==> src/rtl/pool2_layer.sv <==
// pool2_layer: 2x2 stride-2 pooling of a CH x IN_DIM x IN_DIM int8 map, one output every 6 cycles.
// Average pooling by default; define POOL2_MAXPOOL_EN to build signed max pooling instead.
module pool2_layer #(
    parameter int CH     = 16,
    parameter int IN_DIM = 10,
    parameter int SRC_AW = 11,
    parameter int DST_AW = 9
) (
    input  logic              clk,
    input  logic              rst,
    input  logic              start,
    output logic              busy,
    output logic              done,
    output logic [SRC_AW-1:0] src_addr,
    input  logic [7:0]        src_rd_data,
    output logic [DST_AW-1:0] dst_addr,
    output logic [7:0]        dst_wr_data,
    output logic              dst_wr_en
);
    localparam int OUT_DIM = IN_DIM / 2;
    localparam int CH_W    = (CH > 1) ? $clog2(CH) : 1;
    localparam int POS_W   = (OUT_DIM > 1) ? $clog2(OUT_DIM) : 1;

    typedef enum logic [2:0] {
        S_IDLE  = 3'd0,
        S_RD0   = 3'd1,
        S_RD1   = 3'd2,
        S_RD2   = 3'd3,
        S_RD3   = 3'd4,
        S_WAIT  = 3'd5,
        S_WRITE = 3'd6,
        S_DONE  = 3'd7
    } state_t;

    state_t            state_r;
    logic [CH_W-1:0]   ch_r;
    logic [POS_W-1:0]  r_r;
    logic [POS_W-1:0]  c_r;
    logic [CH_W-1:0]   nxt_ch_s;
    logic [POS_W-1:0]  nxt_r_s;
    logic [POS_W-1:0]  nxt_c_s;
    logic              last_s;
    logic signed [7:0] result_s;
`ifdef POOL2_MAXPOOL_EN
    logic signed [7:0] max_r;
`else
    logic signed [9:0] sum_r;
`endif

    function automatic logic [SRC_AW-1:0] src_index(input logic [CH_W-1:0] ch, input logic [POS_W-1:0] r,
                                                    input logic [POS_W-1:0] c, input logic dr, input logic dc);
        int unsigned idx;
        idx = 32'(ch) * IN_DIM * IN_DIM + (32'd2 * 32'(r) + 32'(dr)) * IN_DIM + 32'd2 * 32'(c) + 32'(dc);
        return SRC_AW'(idx);
    endfunction

    function automatic logic [DST_AW-1:0] dst_index(input logic [CH_W-1:0] ch, input logic [POS_W-1:0] r,
                                                    input logic [POS_W-1:0] c);
        int unsigned idx;
        idx = 32'(ch) * OUT_DIM * OUT_DIM + 32'(r) * OUT_DIM + 32'(c);
        return DST_AW'(idx);
    endfunction

    // Next output position (column innermost) and end-of-layer detection.
    always_comb begin
        nxt_ch_s = ch_r;
        nxt_r_s  = r_r;
        nxt_c_s  = c_r;
        if (c_r == POS_W'(OUT_DIM - 1)) begin
            nxt_c_s = '0;
            if (r_r == POS_W'(OUT_DIM - 1)) begin
                nxt_r_s  = '0;
                nxt_ch_s = ch_r + CH_W'(1);
            end else begin
                nxt_r_s = r_r + POS_W'(1);
            end
        end else begin
            nxt_c_s = c_r + POS_W'(1);
        end
        last_s = (ch_r == CH_W'(CH - 1)) && (r_r == POS_W'(OUT_DIM - 1)) && (c_r == POS_W'(OUT_DIM - 1));
    end

    // Pooled result: bits [9:2] of the 10-bit sum are exactly sum >>> 2, and always fit in int8.
    always_comb begin
`ifdef POOL2_MAXPOOL_EN
        result_s = max_r;
`else
        result_s = sum_r[9:2];
`endif
    end

    // Control FSM; src_addr is registered one state ahead so RDk presents tap k.
    always_ff @(posedge clk) begin
        if (rst) begin
            state_r     <= S_IDLE;
            ch_r        <= '0;
            r_r         <= '0;
            c_r         <= '0;
            busy        <= 1'b0;
            done        <= 1'b0;
            src_addr    <= '0;
            dst_addr    <= '0;
            dst_wr_data <= 8'd0;
            dst_wr_en   <= 1'b0;
`ifdef POOL2_MAXPOOL_EN
            max_r       <= 8'sd0;
`else
            sum_r       <= 10'sd0;
`endif
        end else begin
            dst_wr_en <= 1'b0;
            done      <= 1'b0;
            case (state_r)
                S_IDLE: begin
                    if (start) begin
                        state_r  <= S_RD0;
                        ch_r     <= '0;
                        r_r      <= '0;
                        c_r      <= '0;
                        busy     <= 1'b1;
                        src_addr <= src_index('0, '0, '0, 1'b0, 1'b0);
                    end
                end
                S_RD0: begin
                    src_addr <= src_index(ch_r, r_r, c_r, 1'b0, 1'b1);
                    state_r  <= S_RD1;
                end
                S_RD1: begin
                    src_addr <= src_index(ch_r, r_r, c_r, 1'b1, 1'b0);
`ifdef POOL2_MAXPOOL_EN
                    max_r <= $signed(src_rd_data);
`else
                    sum_r <= {{2{src_rd_data[7]}}, src_rd_data};
`endif
                    state_r <= S_RD2;
                end
                S_RD2, S_RD3, S_WAIT: begin
                    if (state_r == S_RD2) begin
                        src_addr <= src_index(ch_r, r_r, c_r, 1'b1, 1'b1);
                    end
`ifdef POOL2_MAXPOOL_EN
                    if ($signed(src_rd_data) > max_r) begin
                        max_r <= $signed(src_rd_data);
                    end
`else
                    sum_r <= sum_r + {{2{src_rd_data[7]}}, src_rd_data};
`endif
                    state_r <= (state_r == S_RD2) ? S_RD3 : ((state_r == S_RD3) ? S_WAIT : S_WRITE);
                end
                S_WRITE: begin
                    dst_addr    <= dst_index(ch_r, r_r, c_r);
                    dst_wr_data <= result_s;
                    dst_wr_en   <= 1'b1;
                    if (last_s) begin
                        state_r <= S_DONE;
                    end else begin
                        ch_r     <= nxt_ch_s;
                        r_r      <= nxt_r_s;
                        c_r      <= nxt_c_s;
                        src_addr <= src_index(nxt_ch_s, nxt_r_s, nxt_c_s, 1'b0, 1'b0);
                        state_r  <= S_RD0;
                    end
                end
                S_DONE: begin
                    done    <= 1'b1;
                    busy    <= 1'b0;
                    state_r <= S_IDLE;
                end
                default: begin
                    state_r <= S_IDLE;
                    busy    <= 1'b0;
                end
            endcase
        end
    end
endmodule

==> config.mk <==
export PLATFORM = sky130hd
export DESIGN_NAME = pool2_layer
export DESIGN_NICKNAME = d
export VERILOG_FILES = /design/src/rtl/pool2_layer.sv
export SDC_FILE = /design/constraint.sdc
export NUM_CORES = 1
export LEC_CHECK = 0
export BUFFER_PORTS_ARGS = -buffer_cell sky130_fd_sc_hd__buf_4
export CORE_ASPECT_RATIO = 0.8
export CORE_MARGIN = 3
export CORE_UTILIZATION = 55
export DETAILED_ROUTE_END_ITERATION = 16
export PLACE_DENSITY = 0.77
export SLEW_MARGIN = 20
export SYNTH_ARGS = -nofsm -noshare
export SYNTH_HDL_FRONTEND = slang
export SYNTH_SLANG_ARGS = --single-unit
export TNS_END_PERCENT = 50
==> constraint.sdc <==
create_clock -name clk -period 4.85 [get_ports clk]
set_input_delay 0.485 -clock clk [delete_from_list [all_inputs] [get_ports clk]]
set_output_delay 0.485 -clock clk [all_outputs]
set_load 0.02 [all_outputs]
==> reports/metrics.csv <==
metric;value;unit
clk slew on worst S/H paths;0.08;ns
clk root buf;clkbuf_16;
startpoint types;flop;
worst slew pin tran;0.795;ns
layout cells sized above 1;16.2;%
synth unique cells;63;
GR Overflow Total;0;
drt initial violations;320;
hpwl dp;10700;um
Placed Instance Area;5960;um2
CTS buffer count;5;
worst hold path class;reg2reg;
Clk Latency, worst-skew pair;0.30;ns
maximum vdd drop;153;uV
syn_nets;787;
Pre-antenna DRT Iters;7;
number of synthesized flops with an enable pin;0;
Vias;4883;
Storage cell area;1090;um2
vias in the first global route;4784;
leakage;3.06;nW
DRC;0;
worst setup margin;0.212;ns
synth warn;0;
Register-to-Register Path Depth;23;
R2R setup slack;0.21;ns
Max Fanout on Critical Path;5;
largest net degree at the start of global routing;56;
first-pass GRT wire length;23100;um
most common cell in the netlist;ha_1;
ant diodes;0;
FF-to-FF End;src_addr[10];
final instance area;6280;um2
post-synth top area share;22.7;%
post-route ant nets;0;
post-route minimum period;4.64;ns
#FFs+latches synth;54;
Fmax achieved;216;MHz
Final Max Slew Viols;0;
num ports;42;
initial core utilization;58.4;%
synthesized area;5460;um2
Cells on Worst Hold Path;2;
Cell Rows;31;
Max Clock Skew;0.00761;ns
Post-synth ARST share;0;%
CTS Buffer Depth;2;
gr usage total;25.3;%
final count of hold timing violations;0;
Worst EP arrival;4.86;ns
Max-Cap Viols;0;
synthesized area per cell;8.33;um2
cell taking the most area after synthesis;ha_1;
list of most frequent post-synthesis cells;ha_1, a21oi_1, inv_1, nand2_1, nor2_1;
Power Dens Cells;171;nW/um2
outcome;completed;
total core area;9350;um2
H-tree depth;2;
CTS tree;yes;
clk sinks;54;
# fillers;789;
Port Buffers;41;
WP data required;5.07;ns
Die Y;95.1;um
min-delay src;dst_wr_data[2];
critical path class;reg2reg;
ranking of synthesized cells by area;ha_1, dfxtp_1, fa_1;
hold endpoint;dst_wr_data[2];
final net count;833;
Post-synth top flop;dfxtp_1;
width of the die;117;um
Crit Reg-Reg Startpoint;c_r[1];
die footprint;11200;um2
wire per inst;16.8;um
Place WS;-0.0555;ns
sequential-to-total area share from yosys stat;19.8;%
Multi-input gate area;4160;um2
period utilization;95.6;%
Vias/cell;5.85;
Critical Path End Type;flop;
Post-CTS Hold Buffers;0;
Final setup viols;0;
drt total wl;14100;um
worst rel slew slack;46.9;%
Area Growth Syn to Fin;14.9;%
post-synthesis cell count;656;
initial antenna violation count;0;
GPL Wtd Cong;0.935;
-- where the power goes --
part / internal (W) / leakage [nW] / total, W / switching (W)
registers: 0.000459 / 0.440 / 0.000478 / 0.0000198
logic: 0.0000695 / 2.54 / 0.000176 / 0.000106
clock network: 0.000244 / 0.0771 / 0.000419 / 0.000175
total: 0.000773 / 3.06 / 0.00107 / 0.000301
-- per-stage QoR --
stage / hold slack, ns / total power (W) / cells / setup TNS, ns / utilization (%)
2_1_floorplan: 0.449 / 0.000615 / 656 / 0 / -
3_3_place_gp: 0.443 / 0.000652 / 825 / 0 / 63.7
3_5_place_dp: 0.447 / 0.000659 / 825 / -0.0740 / 63.7
4_1_cts: 0.457 / 0.00108 / 833 / 0 / 65.9
5_1_grt: 0.470 / 0.00112 / 835 / -0.0583 / 67.2
6_report: 0.454 / 0.00107 / 835 / 0 / 67.2
-- how the worst max path moves through the flow --
stage | startpoint | to | slack [ns] | cells past startpoint
6_report | c_r[1] | src_addr[10] | 0.21 | 23
5_1_grt | c_r[1] | src_addr[10] | -0.05 | 24
4_1_cts | r_r[0] | src_addr[10] | 0.003 | 24
3_5_place_dp | r_r[0] | src_addr[9] | -0.06 | 23
3_3_place_gp | r_r[0] | src_addr[9] | 0.12 | 23
2_1_floorplan | c_r[0] | src_addr[9] | 0.05 | 24
-- cell families (layout without fill, tap and decap cells) --
kind of cell	count (synthesis)	in the layout	synth area share, %
buf+inv	86	133	6.50
fa+ha+maj	120	120	30.4
compound gates	185	185	21.7
xor+xnor	41	41	6.85
simple gates	163	163	13.4
flops	54	54	19.8
mux	7	7	1.35
-- routing by layer --
metal,up-vias,share of wire [%],wire (um),global-route usage (%)
li1,2398,-,-,-
met1,2318,48,6740,35.1
met2,148,44,6240,41.0
met3,19,5.9,829,4.63
met4,0,1.7,235,7.13
met5,-,0,0,0
-- critical path: stages, from the launching register on --
cell,delay [ns]
dfxtp_2,0.33
inv_2,0.08
ha_4,0.16
nand4_1,0.12
nor2_1,0.15
xnor2_1,0.16
inv_1,0.08
ha_1,0.28
ha_2,0.18
inv_2,0.04
fa_1,0.44
xor2_2,0.18
ha_1,0.31
ha_2,0.37
nand3_1,0.13
nand2_1,0.18
xor2_2,0.24
ha_4,0.26
a21o_1,0.16
a31oi_1,0.17
nor3_2,0.06
xor2_1,0.15
nand2_1,0.09
a311oi_2,0.23
-- state kept, by name, summed over array words and instances (netlist names) --
register     cells
busy             1
c_r              3
ch_r             4
done             1
dst_addr         9
dst_wr_data      8
dst_wr_en        1
r_r              3
src_addr        11
state_r          3
sum_r           10
-- layout make-up --
type | count | area share, %
multi-input combinational | 516 | 66.3
inverter | 64 | 3.85
tap | 132 | 2.63
sequential | 54 | 17.3
clock buffer | 6 | 2.05
clock inverter | 2 | 0.598
timing repair buffer | 61 | 7.29
-- cells in the final DEF (no fill, tap or decap), types with 3 or more instances in the layout --
cell type   n
a211oi_1   19
a22oi_1     6
mux2i_1     4
dfxtp_1    50
nand3_1     5
o21ai_0    25
a221o_1     3
mux2_2      3
o22ai_1     6
dfxtp_2     4
xor2_1     13
or3_1       3
ha_4        7
a31oi_1     3
nor2b_1     6
o21bai_1    7
xnor2_1    24
inv_1      54
a21o_1     16
inv_2       9
nand2b_1    3
o21ai_1     6
clkbuf_16   5
fa_1       21
and2_1      4
a21oi_1    65
buf_4      61
nand2_1    58
a221oi_1    4
nor3_1     11
o21ai_2     3
a32oi_1     3
ha_1       90
nor2_1     56
-- repair_timing --
action | 4_1_cts | 5_1_grt
cloned | 0 | 0
endpoints found under the setup margin | 3 | 3
gates resized for setup | 8 | 23
buffers inserted | 0 | 2
pin swaps | 5 | 16
No activity file was read; power rests on OpenSTA's default activity.
